File: src/rtl/uart_pkg.sv
// Shared UART receive types and the default bit-timing limits
// for a 50 MHz clock at 115200 baud.
package uart_pkg;

    typedef enum logic [2:0] {
        IDLE,
        START,
        DATA,
        PARITY,
        STOP
    } rx_state_e;

    localparam int BAUD_MAX  = 434;
    localparam int BAUD_HALF = 217;

endpackage

File: src/rtl/uart_rx_control.sv
// UART receive control: synchronizes rx, sequences start/data/parity/stop against
// an external bit-timing counter, and holds each word behind a valid/ack register.
module uart_rx_control
    import uart_pkg::*;
#(
    parameter int DATA_BITS  = 8,
    parameter int PARITY_EN  = 0,
    parameter int PARITY_ODD = 0
) (
    input  logic                 clk,
    input  logic                 reset,
    input  logic                 rx,
    input  logic                 baud_flag,
    output logic                 enable_half,
    output logic                 enable_max,
    output logic [DATA_BITS-1:0] rx_data,
    output logic                 rx_valid,
    input  logic                 rx_ack,
    output logic                 parity_error,
    output logic                 framing_error,
    output logic                 overrun
);
    localparam int CNT_W = 4;

    rx_state_e            r_state;
    rx_state_e            w_next;
    logic                 r_rx_meta;
    logic                 r_rx_s;
    logic                 r_armed;
    logic                 r_par_err;
    logic [DATA_BITS-1:0] r_shift;
    logic [CNT_W-1:0]     r_bit_cnt;
    logic [DATA_BITS-1:0] r_rx_data;
    logic                 r_rx_valid;
    logic                 r_parity_error;
    logic                 r_framing_error;
    logic                 r_overrun;
    logic                 w_last_bit;
    logic                 w_commit;

    assign w_last_bit = (r_bit_cnt == CNT_W'(DATA_BITS - 1));
    assign w_commit   = (r_state == STOP) && baud_flag;

    always_ff @(posedge clk or negedge reset) begin
        if (!reset) r_state <= IDLE;
        else        r_state <= w_next;
    end

    // State changes out of counting states only on baud_flag, so the counter rests at 0.
    always_comb begin
        w_next      = r_state;
        enable_half = 1'b0;
        enable_max  = 1'b0;
        case (r_state)
            IDLE: begin
                if (r_armed && !r_rx_s) w_next = START;
            end
            START: begin
                enable_half = 1'b1;
                if (baud_flag) w_next = r_rx_s ? IDLE : DATA;
            end
            DATA: begin
                enable_max = 1'b1;
                if (baud_flag && w_last_bit) w_next = (PARITY_EN != 0) ? PARITY : STOP;
            end
            PARITY: begin
                enable_max = 1'b1;
                if (baud_flag) w_next = STOP;
            end
            STOP: begin
                enable_max = 1'b1;
                if (baud_flag) w_next = IDLE;
            end
            default: w_next = IDLE;
        endcase
    end

    always_ff @(posedge clk or negedge reset) begin
        if (!reset) begin
            r_rx_meta <= 1'b1;
            r_rx_s    <= 1'b1;
            r_armed   <= 1'b0;
            r_par_err <= 1'b0;
            r_shift   <= '0;
            r_bit_cnt <= '0;
        end else begin
            r_rx_meta <= rx;
            r_rx_s    <= r_rx_meta;
            // A new start is only accepted after IDLE has seen the line high (break guard).
            r_armed   <= (r_state == IDLE) && (r_armed || r_rx_s);
            if (r_state == START && baud_flag)
                r_bit_cnt <= '0;
            if (r_state == DATA && baud_flag) begin
                r_shift   <= {r_rx_s, r_shift[DATA_BITS-1:1]};
                r_bit_cnt <= r_bit_cnt + CNT_W'(1);
            end
            if (r_state == PARITY && baud_flag)
                r_par_err <= (^r_shift) ^ r_rx_s ^ 1'(PARITY_ODD);
        end
    end

    // A commit on the same edge as rx_ack wins; overrun then only counts an unacked word.
    always_ff @(posedge clk or negedge reset) begin
        if (!reset) begin
            r_rx_data       <= '0;
            r_rx_valid      <= 1'b0;
            r_parity_error  <= 1'b0;
            r_framing_error <= 1'b0;
            r_overrun       <= 1'b0;
        end else if (w_commit) begin
            r_rx_data       <= r_shift;
            r_rx_valid      <= 1'b1;
            r_parity_error  <= (PARITY_EN != 0) ? r_par_err : 1'b0;
            r_framing_error <= ~r_rx_s;
            r_overrun       <= (r_overrun | r_rx_valid) & ~(rx_ack & r_rx_valid);
        end else if (rx_ack && r_rx_valid) begin
            r_rx_valid <= 1'b0;
            r_overrun  <= 1'b0;
        end
    end

    assign rx_data       = r_rx_data;
    assign rx_valid      = r_rx_valid;
    assign parity_error  = r_parity_error;
    assign framing_error = r_framing_error;
    assign overrun       = r_overrun;

endmodule
File: config.mk
export PLATFORM = sky130hd
export DESIGN_NAME = uart_rx_control
export DESIGN_NICKNAME = d
export VERILOG_FILES = /design/src/rtl/uart_pkg.sv /design/src/rtl/uart_rx_control.sv
export SDC_FILE = /design/constraint.sdc
export NUM_CORES = 1
export LEC_CHECK = 0
export CAP_MARGIN = 10
export CORE_UTILIZATION = 35
export CTS_BUF_LIST = sky130_fd_sc_hd__clkbuf_4 sky130_fd_sc_hd__clkbuf_8 sky130_fd_sc_hd__clkbuf_16
export DETAILED_ROUTE_END_ITERATION = 8
export SLEW_MARGIN = 20
export SYNTH_ARGS = -nofsm -noshare
export SYNTH_HDL_FRONTEND = slang
export SYNTH_SLANG_ARGS = --single-unit
export TNS_END_PERCENT = 1
File: constraint.sdc
create_clock -name clk -period 2.7 [get_ports clk]
set_clock_uncertainty 0.15 [all_clocks]
set_input_delay 0.54 -clock clk [delete_from_list [all_inputs] [get_ports clk]]
set_output_delay 0.54 -clock clk [all_outputs]
set_load 0.03 [all_outputs]
* Word level (Yosys, flattened, before mapping)
Cells that the tools add are included.
** Word-level totals
- Register bits after elaboration :: 29
- Input bits :: 5
- Output and inout port bits :: 14
- Logic and storage cells :: 54
** Cells by class
- $add $sub $neg :: 1
- Equality and inequality tests :: 10
- Mux-type cells :: 14
- Bitwise operators :: 5
- Reductions and logical operators :: 14
** Operators by type and width (count)
- two-way mux 3 bit :: 5
- case mux 3 bit (5 select lines) :: 1
- != test 2 bit (second input constant) :: 5
- two-way mux 4 bit :: 2
- logical AND 1 bit :: 7
- equality test 3 x 2 -> 1 bit (second input constant) :: 2
- two-way mux 1 bit :: 5
- AND reduction 5 bit :: 1
- adder 4 x 1 -> 4 bit (second input constant) :: 1
- equality test 4 x 3 -> 1 bit (second input constant) :: 1
- nonzero test 2 bit :: 2
- equality test 3 x 1 -> 1 bit (second input constant) :: 1
- equality test 3 bit (second input constant) :: 1
- zero test 3 bit :: 1
- OR reduction 3 bit :: 1
- AND 1 bit :: 2
- two-way mux 2 bit :: 1
- inverter 1 bit :: 2
- zero test 1 bit :: 1
- logical OR 1 bit :: 1
- bitwise OR 1 bit :: 1

* Logic depth before layout (Yosys ltp)
Gate-level depths: netlist of run 1.
- Word-level depth :: 4
- Gate-level depth with buffers :: 5
- Gate-level depth less buffers :: 4

* Worst setup path before layout of run 1
Ideal clock, no wire load.
- Path kind :: flip-flop to output port
- Start point :: register r_state[0]
- End point :: output port enable_half
- Arrival time :: 1467 ps
- Required time :: 2010 ps
- Path slack :: 543 ps
- Cell stages (with the launch flop) :: 3
- Path buffers :: 1
- Cell sequence :: dfrtp_1 clkbuf_1 nor3b_1
** On the way
- Longest elaborated chain between the ends :: 2
** RTL lines
- start, declared :: RTL line uart_rx_control.sv:25 : rx_state_e r_state;
- start signal, assigned :: RTL line uart_rx_control.sv:46 : else r_state <= w_next;
- equality test 3 x 1 -> 1 bit :: RTL line uart_rx_control.sv:54 : case (r_state)
- two-way mux 1 bit :: RTL line uart_rx_control.sv:54
- end, declared :: RTL line uart_rx_control.sv:14 : output logic enable_half,
No other way between the ends.

* Final worst setup path of run 1
- Start point :: register r_state[2]
- End point :: output port enable_half
Same word-level chain as after synthesis.

==> reports/qor.csv, run 1 <==
metric,value,unit
run status,completed,
Main synth FF type,dfrtp_1,
port buffer count,17,
Tightest Pin Transition,0.575,ns
fmax,407,MHz
I/O pin count,19,
FF/Latch Area,728,µm²
area occupied by multi-input gates,475,µm²
"critical path fanouts, max",10,
die span in y,61.9,µm
WP data arrival,1.77,ns
max_cap viols,0,
vias in the first global route,759,
Seq cells post-synth,29,
core area,3390,µm²
leakage,0.706,nW
Vias,788,
H-tree depth,2,
Mapped Avg Cell Area,13.3,µm²
Mapped Area,1250,µm²
fin crit share,91.0,%
max-slew violations,0,
Critical Path End Type,output pin,
drt total wl,2120,µm
Syn Inst Count,94,
initial antenna violation count,0,
placed inst area,1460,µm²
DRT antenna net count,0,
routability congestion estimate from global placement,0.733,
DP HPWL,1440,µm
CTS resizes,0,
Filler cells,318,
Layout area overhead,22.1,%
"slowest stage delay, CP",0.70,ns
"Setup Fix Bufs, Post-CTS",0,
register area share after synthesis,58.1,%
die area,3830,µm²
grt ovf,0,
PD cells,998,nW/µm²
Worst-Skew Late Latency,0.32,ns
min-delay worst type,register to register,
slowest CP cell,clkdlybuf4s50_1,
drt drc,0,
DR vias/cell,4.86,
Hold Buf Count CTS,0,
CTS Buf Count,5,
largest net degree at the start of global routing,30,
crit-path cells,nor3b_1 > clkdlybuf4s50_1,
fraction of layout cells with a size suffix above 1,31.0,%
initial cell density of the core,37.0,%
Tot GR Track Use,13.7,%
worst rel slew slack,61.5,%
global-route wire length before repair,3550,µm
Worst VDD drop,0.000479,V
CTS root buf,clkbuf_4,
Ant. Diodes,0,
CTS tree,built,
Max Buffers Root-to-Sink,2,
layout net count,121,
fin util,45.1,%
WP buf/inv,1,
setup TNS,0,ns
TritonRoute pass-1 iters,6,
Cell variety after synth,33,
Final Instance Area,1530,µm²
row count,21,
YS warnings,0,
Final min period,2.46,ns
die width,61.9,µm
RSZ-0062 raised after global routing,no,
startpoint types,register,
CTS sink cnt,29,
final setup vio count,0,
Top delay family on crit path,buffers and inverters,
clock slew at reported path FFs,0.08,ns
CP Class,register to output pin,
Starting DRT DRC Count,26,
CP required,2.01,ns
Post-synth EDFFs,0,
Pwr Total,0.00153,W
syn_nets,100,
ys async rst share,100,%
Fin. Hold Viols,0,
post-DR wirelength/cell,13.1,µm
-- metrics by stage --
| step | cells | setup WS, ns | hold WS [ns] |
|---|---|---|---|
| 5_1_grt | 162 | 0.178 | 0.217 |
| 3_3_place_gp | 154 | 0.345 | 0.196 |
| 2_1_floorplan | 94 | 0.543 | 0.0944 |
| 3_5_place_dp | 154 | 0.305 | 0.199 |
| 4_1_cts | 162 | 0.107 | 0.211 |
| 6_report | 162 | 0.243 | 0.211 |
-- routing by layer --
metal / GRT usage (%) / wire [µm] / vias to the layer above
met3: 4.97 / 65 / 7
met5: 0 / 0 / -
met1: 16.4 / 1000 / 389
met2: 20.6 / 990 / 11
li1: - / - / 381
met4: 9.52 / 64 / 0
-- area by class of cell --
cell class,count,area share (%)
flip-flops and latches,29,47.6
well taps,46,3.76
inverters,4,0.981
multi-input cells,56,31.1
repair buffers,19,12.3
clock buffers,8,4.33
-- cells by family after synthesis --
group / count (synthesis) / share of synthesized area (%)
flip-flops: 29 / 58.1
AND/OR/NAND/NOR: 19 / 11.2
multiplexers: 18 / 16.2
AO/OA/AOI/OAI: 17 / 9.28
buffers and inverters: 9 / 3.99
adder cells (fa/ha/maj): 1 / 0.998
other: 1 / 0.299
-- cells in the final DEF (no fill, tap or decap), drive strengths merged --
| cell | netlist | layout |
|---|---|---|
| nor4b | 1 | 1 |
| nor3b | 1 | 1 |
| a21oi | 6 | 6 |
| and4bb | 1 | 1 |
| mux2 | 18 | 18 |
| a2bb2oi | 1 | 1 |
| a221o | 2 | 2 |
| o22ai | 1 | 1 |
| or4b | 1 | 1 |
| o21ai | 3 | 3 |
| dfstp | 2 | 2 |
| and3b | 1 | 1 |
| dfrtp | 27 | 27 |
| nand2b | 2 | 2 |
| nand3b | 1 | 1 |
| and3 | 1 | 1 |
| conb | 1 | 1 |
| nor2b | 1 | 1 |
| buf | 4 | 2 |
| dlymetal6s2s | 0 | 1 |
| o2bb2ai | 2 | 2 |
| clkdlybuf4s50 | 0 | 16 |
| nand4 | 2 | 2 |
| clkbuf | 1 | 8 |
| ha | 1 | 1 |
| and2 | 1 | 1 |
| nand3 | 3 | 3 |
| nor2 | 2 | 2 |
| inv | 4 | 4 |
| nand2 | 1 | 1 |
| a21o | 2 | 2 |
-- final timing paths --
| kind | from | slack [ns] | cells past startpoint | end |
|---|---|---|---|---|
| min reg2reg | r_rx_meta | 0.21 | 0 | r_rx_s |
| min | r_rx_meta | 0.21 | 0 | r_rx_s |
| min in group asynchronous | reset | 0.45 | 2 | r_shift[2] |
| max reg2reg | r_state[1] | 0.86 | 3 | r_shift[4] |
| max | r_state[2] | 0.24 | 2 | enable_half |
| max in group asynchronous | reset | 1.64 | 2 | r_rx_s |
-- cells in the mapped netlist (2+ instances only) --
library cell  count  area share [%]
nand4_1           2             1.0
nor2_1            2            0.60
a221o_2           2             1.8
inv_1             3            0.90
buf_4             2             1.2
o21ai_0           3             1.2
o2bb2ai_1         2             1.4
dfstp_2           2             4.2
nand2b_1          2             1.0
a21oi_1           6             2.4
mux2_2           18              16
dfrtp_1          27              54
nand3_1           3             1.2
-- where the power goes --
group | internal [W] | switching [W] | total, W
sequential | 0.000574 | 0.000117 | 0.000691
clock | 0.000148 | 0.000142 | 0.000290
combinational | 0.000278 | 0.000268 | 0.000545
total | 0.00100 | 0.000526 | 0.00153
-- registers in the layout (all words and copies together), names as in the netlist --
signal         count
framing_error      1
r_rx_meta          1
r_state            3
r_rx_s             1
rx_data            8
rx_valid           1
r_bit_cnt          4
r_shift            8
r_armed            1
overrun            1
Note: power is estimated with default switching activity, not from simulation.
==> inputs of run 2 (changes only) <==
--- a/config.mk
+++ b/config.mk
@@ -5,6 +5,7 @@
 export SDC_FILE = /design/constraint.sdc
 export NUM_CORES = 1
 export LEC_CHECK = 0
+export ABC_AREA = 1
 export CAP_MARGIN = 10
 export CORE_UTILIZATION = 35
 export CTS_BUF_LIST = sky130_fd_sc_hd__clkbuf_4 sky130_fd_sc_hd__clkbuf_8 sky130_fd_sc_hd__clkbuf_16
==> constraint.sdc (replaced) <==
create_clock -name clk -period 2.7 [get_ports clk]
set_clock_uncertainty 0.15 [all_clocks]
set_input_delay 0.54 -clock clk [delete_from_list [all_inputs] [get_ports clk]]
set_output_delay 0.54 -clock clk [all_outputs]
set_load 0.01 [all_outputs]
==> run 2 against run 1 <==
Final cell count increased by 25%. Cell area increased by 3.3%. Non-clock buffer count shrank 1. Largest power group unchanged.
==> reports/qor.csv, run 2 <==
metric,value,unit,change
Post-synth top cells,"36 x nand2_1, 27 x dfrtp_1, 16 x inv_1",,"was 27 x dfrtp_1, 18 x mux2_2, 6 x a21oi_1"
Mapped Area,1300,µm²,was 1250 µm²
initial cell density of the core,37.7,%,was 37.0%
die area,3950,µm²,was 3830 µm²
CP required,2.01,ns,about the same
Worst VDD drop,0.000435,V,was 0.000479 V
Cell variety after synth,27,,was 33
Fin. Hold Viols,0,,unchanged
row count,21,,unchanged
port buffer count,17,,unchanged
RSZ-0062 raised after global routing,no,,unchanged
fin util,45.9,%,was 45.1%
M2 GR Usage,21.1,%,was 20.6%
drt total wl,2250,µm,was 2120 µm
Critical Path End Type,output pin,,unchanged
DP HPWL,1550,µm,was 1440 µm
Max Buffers Root-to-Sink,2,,unchanged
global-route wire length before repair,4110,µm,was 3550 µm
CTS sink cnt,29,,unchanged
core area,3440,µm²,was 3390 µm²
CTS root buf,clkbuf_8,,was clkbuf_4
CTS Buf Count,5,,unchanged
Main synth FF type,dfrtp_1,,unchanged
"Setup Fix Bufs, Post-CTS",0,,unchanged
TritonRoute pass-1 iters,4,,was 6
post-DR wirelength/cell,11.1,µm,was 13.1 µm
setup TNS,0,ns,unchanged
PD cells,1050,nW/µm²,was 998 nW/µm²
run status,completed,,unchanged
Hold Buf Count CTS,0,,unchanged
Seq cells post-synth,29,,unchanged
initial antenna violation count,0,,unchanged
die span in y,62.9,µm,was 61.9 µm
vias in the first global route,941,,was 759
most frequent cells in the layout,"36 x nand2_1, 27 x dfrtp_1, 17 x clkdlybuf4s50_1, 16 x inv_1",,"was 27 x dfrtp_1, 18 x mux2_2, 16 x clkdlybuf4s50_1, 7 x clkbuf_4, 6 x a21oi_1"
Filler cells,345,,was 318
CTS resizes,0,,unchanged
fraction of layout cells with a size suffix above 1,17.9,%,was 31.0%
die width,62.9,µm,was 61.9 µm
Tot GR Track Use,14.0,%,was 13.7%
final setup vio count,0,,unchanged
I/O pin count,19,,unchanged
Vias,916,,was 788
Synth area leaders,"dfrtp_1 52%, nand2_1 10%, o21ai_2 4.7%, inv_1 4.6%, dfstp_2 4.1%",,"was dfrtp_1 54%, mux2_2 16%, dfstp_2 4.2%, a21oi_1 2.4%, nor4b_4 1.9%"
routing usage on met1,16.2,%,was 16.4%
leading area contributor after synthesis,dfrtp_1,,unchanged
fin crit share,89.9,%,was 91.0%
clock slew at reported path FFs,0.06,ns,was 0.08 ns
H-tree depth,2,,unchanged
largest net degree at the start of global routing,30,,unchanged
syn_nets,140,,was 100
top cell type's share of synthesized area,52.1,%,was 53.9%
Worst-Skew Late Latency,0.28,ns,was 0.32 ns
Ant. Diodes,0,,unchanged
final setup margin,0.274,ns,was 0.243 ns
DR vias/cell,4.53,,was 4.86
YS warnings,0,,unchanged
WP data arrival,1.74,ns,was 1.77 ns
Mapped Avg Cell Area,9.67,µm²,was 13.3 µm²
grt ovf,0,,unchanged
routability congestion estimate from global placement,0.686,,was 0.733
Final min period,2.43,ns,was 2.46 ns
max-slew violations,0,,unchanged
GR Util met3,5.66,%,was 4.97%
max_cap viols,0,,unchanged
DRT antenna net count,0,,unchanged
"count leader, synth",nand2_1,,was dfrtp_1
drt drc,0,,unchanged
Layout area overhead,21.9,%,was 22.1%
Starting DRT DRC Count,19,,was 26
layout net count,161,,was 121
register area share after synthesis,56.2,%,was 58.1%
startpoint types,register,,unchanged
"critical path fanouts, max",9,,was 10
Syn Inst Count,134,,was 94
gr busiest metal,met2,,unchanged
Post-synth EDFFs,0,,unchanged
pre-CTS setup slack,0.588,ns,was 0.305 ns
"most common cell after layout, fill and taps aside",nand2_1,,was dfrtp_1
ys async rst share,100,%,unchanged
CP Class,register to output pin,,unchanged
CTS tree,built,,unchanged
min-delay worst type,register to register,,unchanged
fmax,412,MHz,was 407 MHz
leakage,0.726,nW,was 0.706 nW
[run 2: cell types whose count changed in the layout (fill, tap and decap cells not counted), sizes merged, moves of 5 or more]
cell | previous run | this run
nor2 | 2 | 8
nand2 | 1 | 38
mux2 | 18 | 0
inv | 4 | 17
o21ai | 3 | 19
a21oi | 6 | 1
[run 2: cell type report]
| cell class | count | area, µm² | share of cell area (%) |
|---|---|---|---|
| clock buffer | 6 | 76.3 | 4.83 |
| inverter | 17 | 63.8 | 4.04 |
| tap | 46 | 57.6 | 3.64 |
| clock inverter | 2 | 10.0 | 0.633 |
| timing repair buffer | 18 | 178 | 11.2 |
| sequential | 29 | 728 | 46.1 |
| multi-input combinational | 84 | 467 | 29.5 |
[run 2: critical path, cell delays in order, from the launching register on]
cell and delay, ns:
dfrtp_1 0.51, inv_1 0.13, nand3_1 0.16, inv_1 0.11, clkdlybuf4s50_1 0.54
[run 2: path summary, 6_finish.rpt]
check,startpoint,slack [ns],end,cells after the start
max,r_state[2],0.27,enable_half,4
min,r_rx_meta,0.20,r_rx_s,0
max reg2reg,r_state[2],1.22,rx_data[4],5
min reg2reg,r_rx_meta,0.20,r_rx_s,0
max in group asynchronous,reset,1.59,r_rx_meta,2
min in group asynchronous,reset,0.50,rx_data[1],2
[run 2: logic make-up after synthesis]
kind of cell             share of synthesized area (%)
AO/OA/AOI/OAI                                     12.8
other                                            0.289
XOR/XNOR                                          1.35
adder cells (fa/ha/maj)                          0.965
buffers and inverters                             7.82
flip-flops                                        56.2
AND/OR/NAND/NOR                                   20.6
[run 2: where the power goes]
part / internal [W] / total [W] / switching (W)
Clock: 0.000188 / 0.000349 / 0.000161
Sequential: 0.000590 / 0.000705 / 0.000115
Combinational: 0.000289 / 0.000609 / 0.000320
Total: 0.00107 / 0.00166 / 0.000595
[run 2: through the flow]
stage                     hold slack [ns]  power [W]  std cells  instance area [µm²]
after floorplan                    0.0944    0.00109        134                 1300
after global placement              0.198    0.00131        194                 1490
after detailed placement            0.197    0.00132        194                 1490
after CTS                           0.208    0.00169        202                 1580
after global routing                0.205    0.00180        202                 1580
final                               0.203    0.00166        202                 1580
[run 2: per-layer routing]
metal | up-vias | part of all wire, % | wire length (µm)
met4 | 0 | 2.6 | 59
met5 | - | 0 | 0
met1 | 419 | 46 | 1030
met2 | 23 | 46 | 1040
met3 | 6 | 5.5 | 123
li1 | 468 | - | -
==> inputs of run 3 (changes only) <==
--- a/config.mk
+++ b/config.mk
@@ -10,6 +10,7 @@
 export CORE_UTILIZATION = 35
 export CTS_BUF_LIST = sky130_fd_sc_hd__clkbuf_4 sky130_fd_sc_hd__clkbuf_8 sky130_fd_sc_hd__clkbuf_16
 export DETAILED_ROUTE_END_ITERATION = 8
+export GPL_ROUTABILITY_DRIVEN = 0
 export SLEW_MARGIN = 20
 export SYNTH_ARGS = -nofsm -noshare
 export SYNTH_HDL_FRONTEND = slang
==> constraint.sdc (replaced) <==
create_clock -name clk -period 2 [get_ports clk]
set_clock_uncertainty 0.15 [all_clocks]
set_input_delay 0.4 -clock clk [delete_from_list [all_inputs] [get_ports clk]]
set_output_delay 0.4 -clock clk [all_outputs]
set_load 0.01 [all_outputs]
==> run 3 against run 2 <==
Register-to-register slack got worse by 0.69 ns. Sequential share of layout area shrank 1.5 points. Highest routed layer unchanged. Final cell count is 1.5% higher. Combinational power rose by 39%. Global-route usage decreased by 0.85 points.
==> reports/qor.csv, run 3 (same netlist as run 2, synthesis figures left out) <==
metric,value,unit,change
WP data arrival,1.35,ns,was 1.74 ns
"most common cell after layout, fill and taps aside",nand2_1,,unchanged
final setup vio count,0,,unchanged
Vias,920,,was 916
reg2reg start,r_state[2],,unchanged
most frequent cells in the layout,"36 x nand2_1, 26 x dfrtp_1, 15 x inv_1, 15 x clkdlybuf4s50_1",,"was 36 x nand2_1, 27 x dfrtp_1, 17 x clkdlybuf4s50_1, 16 x inv_1"
dpl cells,197,,was 194
run status,completed,,unchanged
die width,62.9,µm,unchanged
max-slew violations,0,,unchanged
hold_sp,r_rx_meta,,unchanged
I/O pin count,19,,unchanged
CP required,1.45,ns,was 2.01 ns
hold-critical path depth,0,,unchanged
worst r2r dst,r_state[1],,was rx_data[4]
worst hold endpoint,r_rx_s,,unchanged
pre-CTS setup slack,0.123,ns,was 0.588 ns
TritonRoute pass-1 iters,4,,unchanged
H-tree depth,2,,unchanged
min-delay worst type,register to register,,unchanged
Worst R2R Setup Slack,0.53,ns,was 1.22 ns
row count,21,,unchanged
core area,3440,µm²,unchanged
max_cap viols,0,,unchanged
DR vias/cell,4.49,,was 4.53
RSZ-0062 raised after global routing,no,,unchanged
CTS Buf Count,5,,unchanged
grt ovf,0,,unchanged
Critical Path End Type,output pin,,unchanged
initial antenna violation count,0,,unchanged
layout net count,164,,was 161
"critical path fanouts, max",5,,was 9
Worst VDD drop,0.000644,V,was 0.000435 V
worst hold slack,0.207,ns,was 0.203 ns
fraction of layout cells with a size suffix above 1,20.8,%,was 17.9%
die span in y,62.9,µm,unchanged
drt total wl,2260,µm,was 2250 µm
Final min period,1.90,ns,
Starting DRT DRC Count,46,,was 19
startpoint types,register,,unchanged
post-DR wirelength/cell,11.0,µm,was 11.1 µm
Worst-Skew Late Latency,0.28,ns,about the same
vias in the first global route,920,,was 941
CTS sink cnt,29,,unchanged
Fin. Hold Viols,0,,unchanged
CP Class,register to output pin,,unchanged
drt drc,0,,unchanged
Layout area overhead,26.3,%,was 21.9%
final setup margin,0.105,ns,was 0.274 ns
PD cells,1480,nW/µm²,was 1050 nW/µm²
leakage,0.758,nW,was 0.726 nW
Ant. Diodes,0,,unchanged
setup TNS,0,ns,unchanged
largest net degree at the start of global routing,30,,unchanged
CTS root buf,clkbuf_8,,unchanged
clock slew at reported path FFs,0.06,ns,about the same
Hold Buf Count CTS,0,,unchanged
fin cells,205,,was 202
initial cell density of the core,37.7,%,unchanged
Max Buffers Root-to-Sink,2,,unchanged
Tot GR Track Use,13.2,%,was 14.0%
global-route wire length before repair,3950,µm,was 4110 µm
CTS tree,built,,unchanged
die area,3950,µm²,unchanged
port buffer count,17,,unchanged
r2r worst-path depth,7,,was 5
fmax,528,MHz,
DRT antenna net count,0,,unchanged
fin crit share,94.8,%,
DP HPWL,1580,µm,was 1550 µm
-- run 3: layout make-up --
class / count / area, µm²
clock inverter: 1 / 30.0
sequential: 29 / 729
clock buffer: 7 / 90.1
timing repair buffer: 21 / 199
tap: 46 / 57.6
multi-input combinational: 84 / 467
inverter: 17 / 63.8
fill: 321 / 1810
-- run 3: worst max path at each step --
stage,startpoint,end,slack (ns),depth (start not counted)
after floorplan,r_state[2],enable_max,0.65,2
after global placement,r_state[1],enable_max,0.15,4
after detailed placement,r_state[0],enable_max,0.12,4
after CTS,r_state[0],enable_max,0.08,4
after global routing,r_state[1],enable_max,0.01,4
final,r_state[1],enable_max,0.10,4
-- run 3: critical path: stages, from the launching register on --
cell	delay, ns
dfrtp_2	0.45
nor2_2	0.14
nand2_1	0.12
o21ai_0	0.10
clkdlybuf4s15_1	0.26
-- run 3: where the power goes --
group / switching, W / total, W / internal (W)
clock network: 0.000218 / 0.000637 / 0.000419
registers: 0.000135 / 0.000933 / 0.000798
logic: 0.000451 / 0.000845 / 0.000393
total: 0.000804 / 0.00242 / 0.00161
-- run 3: per-layer routing --
layer  global-route usage (%)  wire length (µm)  up-vias
li1                         -                 -      470
met1                     15.8              1110      428
met2                     21.6              1040       20
met3                     3.83                79        2
met4                     6.10                26        0
met5                        0                 0        -
-- run 3: per-stage QoR --
| stage | util [%] | cell area [µm²] | power, W |
|---|---|---|---|
| floorplan | - | 1300 | 0.00146 |
| global placement | 44.1 | 1520 | 0.00178 |
| detailed placement | 44.1 | 1520 | 0.00181 |
| CTS | 47.5 | 1640 | 0.00245 |
| global route | 47.5 | 1640 | 0.00259 |
| finish | 47.5 | 1640 | 0.00242 |
-- run 3: what timing repair did --
action                                  in CTS  in global routing
endpoints found under the setup margin       2                  1
buffers inserted                             0                  0
resized for setup                            4                  1
